### config.mk
export PLATFORM = sky130hd
export DESIGN_NAME = csr_requester_flat
export DESIGN_NICKNAME = d
export VERILOG_FILES = /design/src/rtl/csr_requester_if.sv /design/src/rtl/csr_requester.sv /design/src/flat_wrapper.sv
export SDC_FILE = /design/constraint.sdc
export NUM_CORES = 1
export LEC_CHECK = 0
export ABC_AREA = 1
export CORE_AREA = 5 5 174 176
export CTS_CLUSTER_SIZE = 30
export DETAILED_ROUTE_END_ITERATION = 8
export DIE_AREA = 0 0 179 181
export SYNTH_ARGS = -nofsm -noshare
export SYNTH_HDL_FRONTEND = slang
export SYNTH_SLANG_ARGS = --single-unit
### constraint.sdc
create_clock -name clk -period 2.23 [get_ports clk]
set_input_delay 0.223 -clock clk [delete_from_list [all_inputs] [get_ports clk]]
set_output_delay 0.223 -clock clk [all_outputs]
set_load 0.01 [all_outputs]
### src/rtl/csr_requester_if.sv
// Shared CSR/trap types and the requester-to-CSR-unit bus.
package riscv_defines;

  typedef enum logic [2:0] {
    CSR_NONE = 3'b000,
    CSR_RW   = 3'b001,
    CSR_RS   = 3'b010,
    CSR_RC   = 3'b011,
    CSR_RWI  = 3'b101,
    CSR_RSI  = 3'b110,
    CSR_RCI  = 3'b111
  } csr_mode_t;

  typedef enum logic [1:0] {
    TRAP_NONE   = 2'd0,
    TRAP_ENTER  = 2'd1,
    TRAP_RETURN = 2'd2
  } trap_mode_t;

  localparam logic [11:0] CSR_MSTATUS  = 12'h300;
  localparam logic [11:0] CSR_MIE      = 12'h304;
  localparam logic [11:0] CSR_MTVEC    = 12'h305;
  localparam logic [11:0] CSR_MSCRATCH = 12'h340;
  localparam logic [11:0] CSR_MEPC     = 12'h341;
  localparam logic [11:0] CSR_MCAUSE   = 12'h342;
  localparam logic [11:0] CSR_MTVAL    = 12'h343;
  localparam logic [11:0] CSR_MIP      = 12'h344;
  localparam logic [11:0] CSR_MHARTID  = 12'hF14;

  typedef struct packed {
    logic        valid;
    logic [11:0] csr_target;
    csr_mode_t   csr_mode;
  } csr_req_t;

  typedef struct packed {
    trap_mode_t  mode;
    logic [30:0] cause;
    logic [31:0] pc;
    logic [31:0] tval;
  } trap_req_t;

endpackage

// Request/trap channel between the requester and the CSR unit.
interface csr_interface;
  riscv_defines::csr_req_t  req;
  logic [31:0]              wdata;
  riscv_defines::trap_req_t trap;
  logic [31:0]              rdata;

  modport requester (output req, output wdata, output trap, input rdata);
  modport responder (input req, input wdata, input trap, output rdata);
endinterface

### src/rtl/csr_requester.sv
// Sequences CSR accesses, exception entry and MRET toward the CSR unit,
// returning old CSR values and issuing fetch redirects.
module csr_requester (
  input  logic                     clk,
  input  logic                     start,
  input  logic                     cmd_valid,
  output logic                     cmd_ready,
  input  logic [1:0]               cmd_kind,
  input  logic [11:0]              cmd_csr_addr,
  input  riscv_defines::csr_mode_t cmd_csr_mode,
  input  logic [31:0]              cmd_operand,
  input  logic [31:0]              cmd_pc,
  input  logic [30:0]              cmd_cause,
  input  logic [31:0]              cmd_tval,
  input  logic [31:0]              mtvec_i,
  input  logic [31:0]              mepc_i,
  csr_interface.requester          csr_bus,
  output logic                     rsp_valid,
  output logic [31:0]              rsp_rdata,
  output logic                     redirect_valid,
  output logic [31:0]              redirect_pc
);

  typedef enum logic [2:0] {
    IDLE,
    CSR_REQ,
    CSR_RSP,
    TRAP_ENTER,
    TRAP_RET,
    REDIRECT
  } state_t;

  localparam logic [30:0] CAUSE_ILLEGAL = 31'd2;

  state_t                   state_reg, state_next;
  logic [11:0]              addr_reg;
  riscv_defines::csr_mode_t mode_reg;
  logic [31:0]              operand_reg;
  logic [31:0]              pc_reg;
  logic [30:0]              cause_reg;
  logic [31:0]              tval_reg;
  logic [31:0]              rdata_reg;
  logic [31:0]              redirect_pc_reg;

  logic                     req_valid;
  riscv_defines::trap_mode_t trap_mode;
  logic                     accept;
  logic                     addr_supported;

  // Decode whether the offered address is an implemented machine CSR.
  always_comb begin
    case (cmd_csr_addr)
      riscv_defines::CSR_MSTATUS, riscv_defines::CSR_MTVEC,
      riscv_defines::CSR_MIE,     riscv_defines::CSR_MIP,
      riscv_defines::CSR_MEPC,    riscv_defines::CSR_MCAUSE,
      riscv_defines::CSR_MTVAL,   riscv_defines::CSR_MHARTID,
      riscv_defines::CSR_MSCRATCH: addr_supported = 1'b1;
      default:                     addr_supported = 1'b0;
    endcase
  end

  assign accept = cmd_valid && (state_reg == IDLE);

  // State register; reset aborts any in-flight operation immediately.
  always_ff @(posedge clk or negedge start) begin
    if (!start) state_reg <= IDLE;
    else        state_reg <= state_next;
  end

  // Next-state selection and per-state output pulses, all decoded from state.
  always_comb begin
    state_next     = state_reg;
    cmd_ready      = 1'b0;
    req_valid      = 1'b0;
    trap_mode      = riscv_defines::TRAP_NONE;
    rsp_valid      = 1'b0;
    redirect_valid = 1'b0;
    case (state_reg)
      IDLE: begin
        cmd_ready = 1'b1;
        if (cmd_valid) begin
          case (cmd_kind)
            2'd0:    state_next = addr_supported ? CSR_REQ : TRAP_ENTER;
            2'd1:    state_next = TRAP_ENTER;
            2'd2:    state_next = TRAP_RET;
            default: state_next = IDLE;
          endcase
        end
      end
      CSR_REQ: begin
        req_valid  = 1'b1;
        state_next = CSR_RSP;
      end
      CSR_RSP: begin
        rsp_valid  = 1'b1;
        state_next = IDLE;
      end
      TRAP_ENTER: begin
        trap_mode  = riscv_defines::TRAP_ENTER;
        state_next = REDIRECT;
      end
      TRAP_RET: begin
        trap_mode  = riscv_defines::TRAP_RETURN;
        state_next = REDIRECT;
      end
      REDIRECT: begin
        redirect_valid = 1'b1;
        state_next     = IDLE;
      end
      default: state_next = IDLE;
    endcase
  end

  // Command capture on acceptance, CSR read data and redirect target capture.
  always_ff @(posedge clk or negedge start) begin
    if (!start) begin
      addr_reg        <= '0;
      mode_reg        <= riscv_defines::CSR_NONE;
      operand_reg     <= '0;
      pc_reg          <= '0;
      cause_reg       <= '0;
      tval_reg        <= '0;
      rdata_reg       <= '0;
      redirect_pc_reg <= '0;
    end else begin
      if (accept) begin
        addr_reg    <= cmd_csr_addr;
        mode_reg    <= cmd_csr_mode;
        operand_reg <= cmd_operand;
        pc_reg      <= cmd_pc;
        // A CSR access only reaches TRAP_ENTER when its address is unsupported.
        if (cmd_kind == 2'd0) begin
          cause_reg <= CAUSE_ILLEGAL;
          tval_reg  <= '0;
        end else begin
          cause_reg <= cmd_cause;
          tval_reg  <= cmd_tval;
        end
      end
      if (state_reg == CSR_REQ) rdata_reg <= csr_bus.rdata;
      // Trap vector is forced to direct mode by clearing the low two bits.
      if (state_reg == TRAP_ENTER) redirect_pc_reg <= mtvec_i & 32'hFFFF_FFFC;
      if (state_reg == TRAP_RET)   redirect_pc_reg <= mepc_i;
    end
  end

  assign csr_bus.req   = '{valid: req_valid, csr_target: addr_reg, csr_mode: mode_reg};
  assign csr_bus.wdata = operand_reg;
  assign csr_bus.trap  = '{mode: trap_mode, cause: cause_reg, pc: pc_reg, tval: tval_reg};
  assign rsp_rdata     = rdata_reg;
  assign redirect_pc   = redirect_pc_reg;

endmodule

### src/flat_wrapper.sv
// flat-port wrapper written by rule: the top's interface ports become plain ports
module csr_requester_flat 
  (clk, start, cmd_valid, cmd_ready, cmd_kind, cmd_csr_addr, cmd_csr_mode, cmd_operand, cmd_pc, cmd_cause, cmd_tval, mtvec_i, mepc_i, rsp_valid, rsp_rdata, redirect_valid, redirect_pc, csr_bus_req, csr_bus_wdata, csr_bus_trap, csr_bus_rdata);
  csr_interface csr_bus_i ();
  input  logic clk;
  input  logic start;
  input  logic cmd_valid;
  output logic cmd_ready;
  input  logic [1:0] cmd_kind;
  input  logic [11:0] cmd_csr_addr;
  input  riscv_defines::csr_mode_t cmd_csr_mode;
  input  logic [31:0] cmd_operand;
  input  logic [31:0] cmd_pc;
  input  logic [30:0] cmd_cause;
  input  logic [31:0] cmd_tval;
  input  logic [31:0] mtvec_i;
  input  logic [31:0] mepc_i;
  output logic rsp_valid;
  output logic [31:0] rsp_rdata;
  output logic redirect_valid;
  output logic [31:0] redirect_pc;
  output wire logic [$bits(csr_bus_i.req)-1:0] csr_bus_req;
  output wire logic [$bits(csr_bus_i.wdata)-1:0] csr_bus_wdata;
  output wire logic [$bits(csr_bus_i.trap)-1:0] csr_bus_trap;
  input wire logic [$bits(csr_bus_i.rdata)-1:0] csr_bus_rdata;
  assign csr_bus_req = csr_bus_i.req;
  assign csr_bus_wdata = csr_bus_i.wdata;
  assign csr_bus_trap = csr_bus_i.trap;
  assign csr_bus_i.rdata = csr_bus_rdata;
  csr_requester u_core (.clk(clk), .start(start), .cmd_valid(cmd_valid), .cmd_ready(cmd_ready), .cmd_kind(cmd_kind), .cmd_csr_addr(cmd_csr_addr), .cmd_csr_mode(cmd_csr_mode), .cmd_operand(cmd_operand), .cmd_pc(cmd_pc), .cmd_cause(cmd_cause), .cmd_tval(cmd_tval), .mtvec_i(mtvec_i), .mepc_i(mepc_i), .csr_bus(csr_bus_i), .rsp_valid(rsp_valid), .rsp_rdata(rsp_rdata), .redirect_valid(redirect_valid), .redirect_pc(redirect_pc));
endmodule
Word-level counts from Yosys, hierarchy flattened
Cells that the tools add are included.

Eq/ne operators: 17. Mux-type cells: 14. Reduce and logical (&&, ||, !) cells: 6.

Operators with widths (number): equality test 12 x 10 -> 1 bit (second input constant) (8); two-way mux 32 bit (3); two-way mux 31 bit (1); one-hot mux 3 bit (3 select lines) (2); equality test 12 bit (second input constant) (1); OR reduction 9 bit (1); equality test 3 x 2 -> 1 bit (second input constant) (2); equality test 3 bit (second input constant) (2); two-way mux 1 bit (5); one-hot mux 2 bit (2 select lines) (1); equality test 3 x 1 -> 1 bit (second input constant) (1); zero test 3 bit (1); two-way mux 3 bit (1); equality test 2 x 1 -> 1 bit (second input constant) (1); equality test 2 bit (second input constant) (1); zero test 2 bit (1); two-way mux 2 bit (1); inequality test 2 bit (second input constant) (1); nonzero test 2 bit (1); OR reduction 2 bit (1); logical AND 1 bit (1).

Flip-flop bits (word level): 209. Bits of input ports: 243. Output and inout bits: 212. Logic and storage cells: 46.

Logic depth before layout (Yosys ltp)
Gate-level depths: netlist (run 1).

Depth in word-level cells: 7. Gate-level depth with buffers: 10. Gate-level depth less buffers: 8.

Worst setup path before layout (run 1)
Ideal clock, no wire load.

Kind: register to register. Start point: reg u_core.state_reg[1]. End point: reg u_core.tval_reg[10]. Library setup time: 0.118 ns. Arrival: 1.424 ns. Data required time: 2.112 ns. Slack: 0.688 ns. Cell stages (with the launch flop): 11. Buffers on the path: 2. Period minus slack after synthesis: 1.542 ns. Path through: dfrtp_1 -> nor2_2 -> inv_2 -> nor2_4 -> inv_2 -> nor2_4 -> inv_2 -> buf_4 -> buf_2 -> nand2_1 -> nand2_1.

Longest elaborated chain between the ends: 2.

RTL lines: from (decl) (line csr_requester.sv:35) `state_t state_reg, state_next;`; from (signal assigned) (line csr_requester.sv:67) `else state_reg <= state_next;`; zero test 3 bit (line csr_requester.sv:62) `assign accept = cmd_valid && (state_reg == IDLE);`; logical AND 1 bit (line csr_requester.sv:62); to (signal assigned) (line csr_requester.sv:137) `tval_reg <= cmd_tval;`; to (decl) (line csr_requester.sv:41) `logic [31:0] tval_reg;`.

No other way between the ends. A chain may end at the register's enable or synchronous reset.

Worst setup path in the final report (run 1)
Start point: reg u_core.state_reg[0]. End point: out csr_bus_req[15].

Longest elaborated chain between the ends: 2.

RTL lines: equality test 3 x 1 -> 1 bit (line csr_requester.sv:78) `case (state_reg)`; two-way mux 1 bit (line csr_requester.sv:78); to (decl) (line flat_wrapper.sv:22) `output wire logic [$bits(csr_bus_i.req)-1:0] csr_bus_req;`.

No other way between the ends.

==> results of run 1 <==
cell families (layout without fill, tap and decap cells):
family | after synthesis | in the layout
and+or+nand+nor | 612 | 612
buffers and inverters | 75 | 539
AOI/OAI and AO/OA | 67 | 67
DFF | 209 | 209
final cells by class:
type,count,share of cell area (%)
Inverter,22,0.6006
Multi-Input combinational cell,679,19.45
Clock buffer,35,5.105
Clock inverter,11,1.007
Tap cell,384,3.392
Timing Repair Buffer,471,33.52
Sequential cell,209,36.93
synthesized netlist by cell type (all sizes together):
library cell | number | share of area [%]
nor2 | 40 | 2.0
nand3b | 1 | 0.090
buf | 31 | 2.0
o21ai | 61 | 3.7
nand3 | 69 | 4.2
inv | 22 | 0.99
dfrtp | 209 | 63
nand2 | 500 | 23
nor3 | 2 | 0.12
a22o | 2 | 0.21
clkbuf | 22 | 0.99
a21oi | 4 | 0.24
through the flow:
stage          power, mW  instance area (µm²)  worst slack (ns)
2_1_floorplan      10.72                 8310            0.6882
5_1_grt            21.89                14170           0.05945
3_3_place_gp       16.30                13290            0.4985
3_5_place_dp       16.41                13290            0.4625
6_report           20.45                14170            0.1606
4_1_cts            20.79                14160         0.0009397
worst paths after layout:
path	cells after the start	from	slack, ns	end
worst max-delay path	5	u_core.state_reg[0]	0.16	csr_bus_req[15]
worst min-delay path	2	start	0.22	u_core.redirect_pc[3]
worst max register to register	8	u_core.state_reg[1]	0.44	u_core.addr_reg[7]
worst min register to register	2	u_core.csr_bus.wdata[25]	0.47	u_core.csr_bus.wdata[25]
max in group asynchronous	3	start	1.29	u_core.tval_reg[21]
min in group clk	3	csr_bus_rdata[15]	0.23	u_core.rsp_rdata[15]
layer usage:
metal	GRT usage, %	vias to the layer above	part of all wire, %
met5	0	-	0.022
li1	-	3888	-
met2	32.04	321	48
met1	22.67	3708	40
met3	6.814	43	10
met4	3.961	2	2.0
timing repair:
action                                  CTS  global route
endpoints found under the setup margin    2             2
hold buffers                              1             0
hold endpoints to repair                 44             0
gates cloned                              0             0
gates resized for setup                   2             3
where the power goes:
part           switching [mW]  internal [mW]  total [mW]  leakage [nW]
combinational            4.74           4.74        9.48          3.75
clock                    1.64           2.61        4.26         0.423
sequential               1.01           5.70        6.71          2.60
worst max-delay path, stage by stage (launching register included):
cell and delay, ns:
dfrtp_1 0.39, inv_1 0.08, nor2_2 0.12, nand2_1 0.08, inv_1 0.08, clkdlybuf4s50_1 0.57
==> results.md, run 1 <==
* WHS at between 0.2 and 0.25 ns
* Drt pass-1 iters at 4
* Adder-Cell Fraction of Synth Area at 0%
* Clk Latency, worst-skew pair at 0.53 ns
* Worst endpoint data arrival time at 1.85 ns
* Peak supply drop at 715.4 µV
* Non-filler cells, final at about 1800
* Synthesized Nets at ~1200
* XOR/XNOR Fraction of Synth Area at 0%
* Initial core utilization at 29.19%
* Die width at 179 µm
* Hold Fails Final Rpt at 0
* Starting DRT DRC Count at 450
* Row cnt at 62
* Maxcap violations at 0
* Post-Syn Area at 8310 µm²
* Drt wl/cell at between 15 and 20 µm
* Max-slew headroom at 59.02%
* Initial antenna violation count at 2
* Total core area at 28470 µm²
* Vias in the first global route at between 8000 and 9000
* Period minus WS final at 2.069 ns
* Power density over cell area at between 1000 and 1500 nW/µm²
* First-pass GRT wire length at 48.20 mm
* Final ANT Viol Nets at 0
* Largest family of logic cells by synthesized area: simple AND/OR/NAND/NOR gates
* Final setup violation count at 0
* Crit-path max FO at 3
* Synth Area in Compound Gates at 4.125%
* Largest net degree at the start of global routing at 73
* Die Ht at 181 µm
* Post-synthesis mux area share at 0%
* Yosys warnings at 0
* Die area at 32400 µm²
* Static Leak at ~6.8 nW
* CTS H-tree lvls at 1
* Multi-input gate area at 2755 µm²
* Detailed-route via count at 7962
* Final nets at 1651
* Filler cells at 2708
* Skew final at 0.01980 ns
* Placed insts at 1764
* Status: finished clean
* TritonCTS Buffers at 25
* Dpl hpwl at 23.12 mm
* Register bit total from synthesis at 209
* # IOs at 455
* Input/output buffers at 452
* Area grow syn2layout at 70.46%
* Seq/Total Area, Yosys at 62.93%
* Req. time, crit path at 2.01 ns
* Buffer depth of the longest clock path at 3
* Gp weighted congestion at 0.7950
* GRT Residual Overflow at 0
* DRC at 0
* CP Launch Type: flop
* Clock transition at the registers of the reported paths at 0.06 ns
* Simple-Gate Fraction of Synth Area at 29.00%
* Tot GR Track Use at 18.75%
* Worst Max-Slew Pin Slew at 0.6138 ns
* CTS tree: yes
* Mean post-synth cell area at 8.630 µm²
* Final Max Slew Viols at 0
* Clock sink count at 209
* WS Path Type: flop to output pin
* Sequential Area at roughly 5200 µm²
* Commonest non-fill, non-tap cell in the layout: nand2_1
* Synth unique cells at 18
* Hold Path Class: input pin to async pin
* Post-route clock period utilization at 92.80%
* Layout cells sized above 1 at 5.046%
* Sum Neg Setup Slack at 0 ns
* DRT Wirelength at 31.72 mm
* Endpoint class of the critical path: output pin
* Clock root buffer: clkbuf_16
* Core Util, Final at about half
* Diodes inserted at 0
* Leading cell types in the layout, fill and taps excluded: nand2_1 (499), clkdlybuf4s50_1 (448), dfrtp_1 (208), nand3_1 (69), o21ai_0 (41)
* Mapped Cells at 963
* Setup bufs post-CTS at 0
* RSZ-0062 raised after global routing: no
* Fmax at 0.4832 GHz
* Vias per cell at 4.396
Note: power is estimated with default switching activity, not from simulation.
==> inputs of run 2 (changes only) <==
--- a/config.mk
+++ b/config.mk
@@ -10,6 +10,7 @@
 export CTS_CLUSTER_SIZE = 30
 export DETAILED_ROUTE_END_ITERATION = 8
 export DIE_AREA = 0 0 179 181
+export RECOVER_POWER = 25
 export SYNTH_ARGS = -nofsm -noshare
 export SYNTH_HDL_FRONTEND = slang
 export SYNTH_SLANG_ARGS = --single-unit
==> run 2 against run 1 <==
Against the previous run: count of clock-buffer cells in the layout unchanged; via count decreased by 0.18%; critical path type unchanged; clock power about the same; clock skew decreased by 0.00078 ns; die area unchanged; utilization decreased by 0.10 points; non-clock buffer count unchanged; worst setup slack got worse by 0.0038 ns; global-route usage unchanged; cell area decreased by 0.20%; first-iteration DRC count increased by 4.2%; critical endpoint unchanged.
==> results.md, run 2 (synthesis results as in run 1) <==
* Endpoint class of the critical path: output pin
* Die Ht at 181 µm (unchanged)
* Critical-path cell list: inv_1, nor2_2, nand2_1, inv_1, clkdlybuf4s50_1
* Worst Min Path Start: csr_bus_rdata[7]
* Skew final at 0.01901 ns (-0.0007831 ns)
* GRT Residual Overflow at 0 (unchanged)
* Power Total at 20.46 mW (about the same)
* CTS tree: yes
* Die width at 179 µm (unchanged)
* Clock transition at the registers of the reported paths at 0.06 ns (about the same)
* Vias in the first global route at 8184 (unchanged)
* Period minus WS final at 2.073 ns (+0.003835 ns)
* Drt pass-1 iters at 4 (unchanged)
* Sum Neg Setup Slack at 0 ns (unchanged)
* Reg2Reg Depth at 8 (unchanged)
* Buffer depth of the longest clock path at 3 (unchanged)
* Status: finished clean
* TritonCTS Buffers at 25 (unchanged)
* Initial antenna violation count at 2 (unchanged)
* Worst Max-Slew Pin Slew at 1.278 ns (+0.6638 ns)
* Die area at 32400 µm² (unchanged)
* Worst endpoint data arrival time at 1.85 ns (about the same)
* Crit-path max cell delay at 0.57 ns (about the same)
* Dpl hpwl at 23.12 mm (unchanged)
* Largest net degree at the start of global routing at 73 (unchanged)
* RR Endpoint: u_core.addr_reg[7]
* Gp weighted congestion at 0.7950 (unchanged)
* Clock sink count at 209 (unchanged)
* Hold Fails Final Rpt at 0 (unchanged)
* Post-route clock period utilization at 92.97% (+0.17 points)
* Setup bufs post-CTS at 0 (unchanged)
* Row cnt at 62 (unchanged)
* Design Area, Final at 14140 µm² (-0.20%)
* Input/output buffers at 452 (unchanged)
* Tot GR Track Use at 18.75% (unchanged)
* Final ANT Viol Nets at 0 (unchanged)
* Maxcap violations at 0 (unchanged)
* Req. time, crit path at 2.01 ns (about the same)
* Peak supply drop at 716.5 µV (+0.14%)
* Hold Path Class: input pin to flop
* Starting DRT DRC Count at 469 (+4.2%)
* Final setup violation count at 0 (unchanged)
* Drt wl/cell at 17.53 µm (about the same)
* Leading cell types in the layout, fill and taps excluded: nand2_1 (499), clkdlybuf4s50_1 (448), dfrtp_1 (208), nand3_1 (69), o21ai_0 (41)
* Clk Latency, worst-skew pair at 0.53 ns (about the same)
* Power density over cell area at 1447 nW/µm² (+0.25%)
* Commonest non-fill, non-tap cell in the layout: nand2_1
* Diodes inserted at 0 (unchanged)
* Slowest cell on crit path: clkdlybuf4s50_1
* WHS Endpoint: u_core.rsp_rdata[7]
* Fmax at 0.4823 GHz (-0.19%)
* DRT Wirelength at 31.75 mm (about the same)
* Reg-to-reg slack, setup at 0.44 ns (about the same)
* RSZ-0062 raised after global routing: no
* Area after DPL at 13290 µm² (unchanged)
* FF-to-FF Start: u_core.state_reg[1]
* Detailed-route via count at 7948 (-0.18%)
* Max-slew headroom at 14.82% (-44 points)
* Final nets at 1651 (unchanged)
* CTS H-tree lvls at 1 (unchanged)
* Vias per cell at 4.389 (-0.18%)
* Most used cell, CP: inv_1
* CP Launch Type: flop
* # IOs at 455 (unchanged)
* Clock root buffer: clkbuf_16
* DRC at 0 (unchanged)
* Crit-path max FO at 3 (unchanged)
* Total core area at 28470 µm² (unchanged)
* Hold Path Cell Cnt at 3
* Initial core utilization at 29.19% (unchanged)
* WS Path Type: flop to output pin
* Layout cells sized above 1 at 5.046% (unchanged)
* Area grow syn2layout at 70.11%
* First-pass GRT wire length at 48.20 mm (unchanged)
* Static Leak at 6.763 nW (-0.15%)
* Final Max Slew Viols at 0 (unchanged)
run 2: cell types whose count changed in the layout (fill, tap and decap cells not counted):
cell	before	now
buf_4	12	11
buf_12	6	4
clkbuf_8	7	6
buf_6	0	2
clkbuf_2	0	2
run 2: power by group:
group / internal, mW / switching, mW / total (mW)
clock: 2.61 / 1.65 / 4.26
sequential: 5.70 / 1.01 / 6.71
combinational: 4.73 / 4.75 / 9.49
total: 13.0 / 7.41 / 20.5
run 2: metal layers:
layer | share of wire (%) | up-vias | GRT usage [%] | wire length, µm
li1 | - | 3888 | - | -
met2 | 48 | 325 | 32.04 | 15210
met3 | 10 | 42 | 6.814 | 3312
met5 | 0.022 | - | 0 | 7
met1 | 40 | 3691 | 22.67 | 12600
met4 | 2.0 | 2 | 3.961 | 624
run 2: worst max-delay path by stage:
stage	from	to	cells after the start	slack, ns
after detailed placement	u_core.state_reg[1]	u_core.csr_bus.wdata[20]	9	0.46
after global routing	u_core.state_reg[0]	csr_bus_req[15]	5	0.06
final	u_core.state_reg[0]	csr_bus_req[15]	5	0.16
after CTS	u_core.state_reg[1]	csr_bus_trap[96]	4	0.0009
after global placement	u_core.state_reg[1]	u_core.pc_reg[8]	8	0.50
after floorplan	u_core.state_reg[1]	u_core.tval_reg[10]	10	0.69
run 2: through the flow:
step	worst slack (ns)	hold WS [ns]	util (%)	cells
finish	0.1568	0.2263	49.66	1811
global route	0.05945	0.2126	49.66	1811
CTS	0.0009397	0.1987	49.74	1811
detailed placement	0.4625	0.2193	46.67	1764
global placement	0.4985	0.2118	46.67	1764
floorplan	0.6882	-0.07259	-	963
run 2: area by class of cell:
type                       instances  area (µm²)
clock buffer                      35       723.2
clock inverter                    11       142.6
fill                            2710       14330
inverter                          22       85.08
multi-input combinational        679        2755
sequential                       209        5231
tap                              384       480.5
timing repair buffer             471        4720
run 2: what timing repair did:
action	CTS	global route
gates cloned	0	0
resized for setup	2	3
setup endpoints to repair	2	2
endpoints found under the hold margin	44	0
hold buffers	1	0
run 2: worst max-delay path: cells and delay by family (launching register included):
kind | cells | cell delay (ns)
simple gates | 2 | 0.20
buf+inv | 3 | 0.73
flops | 1 | 0.39
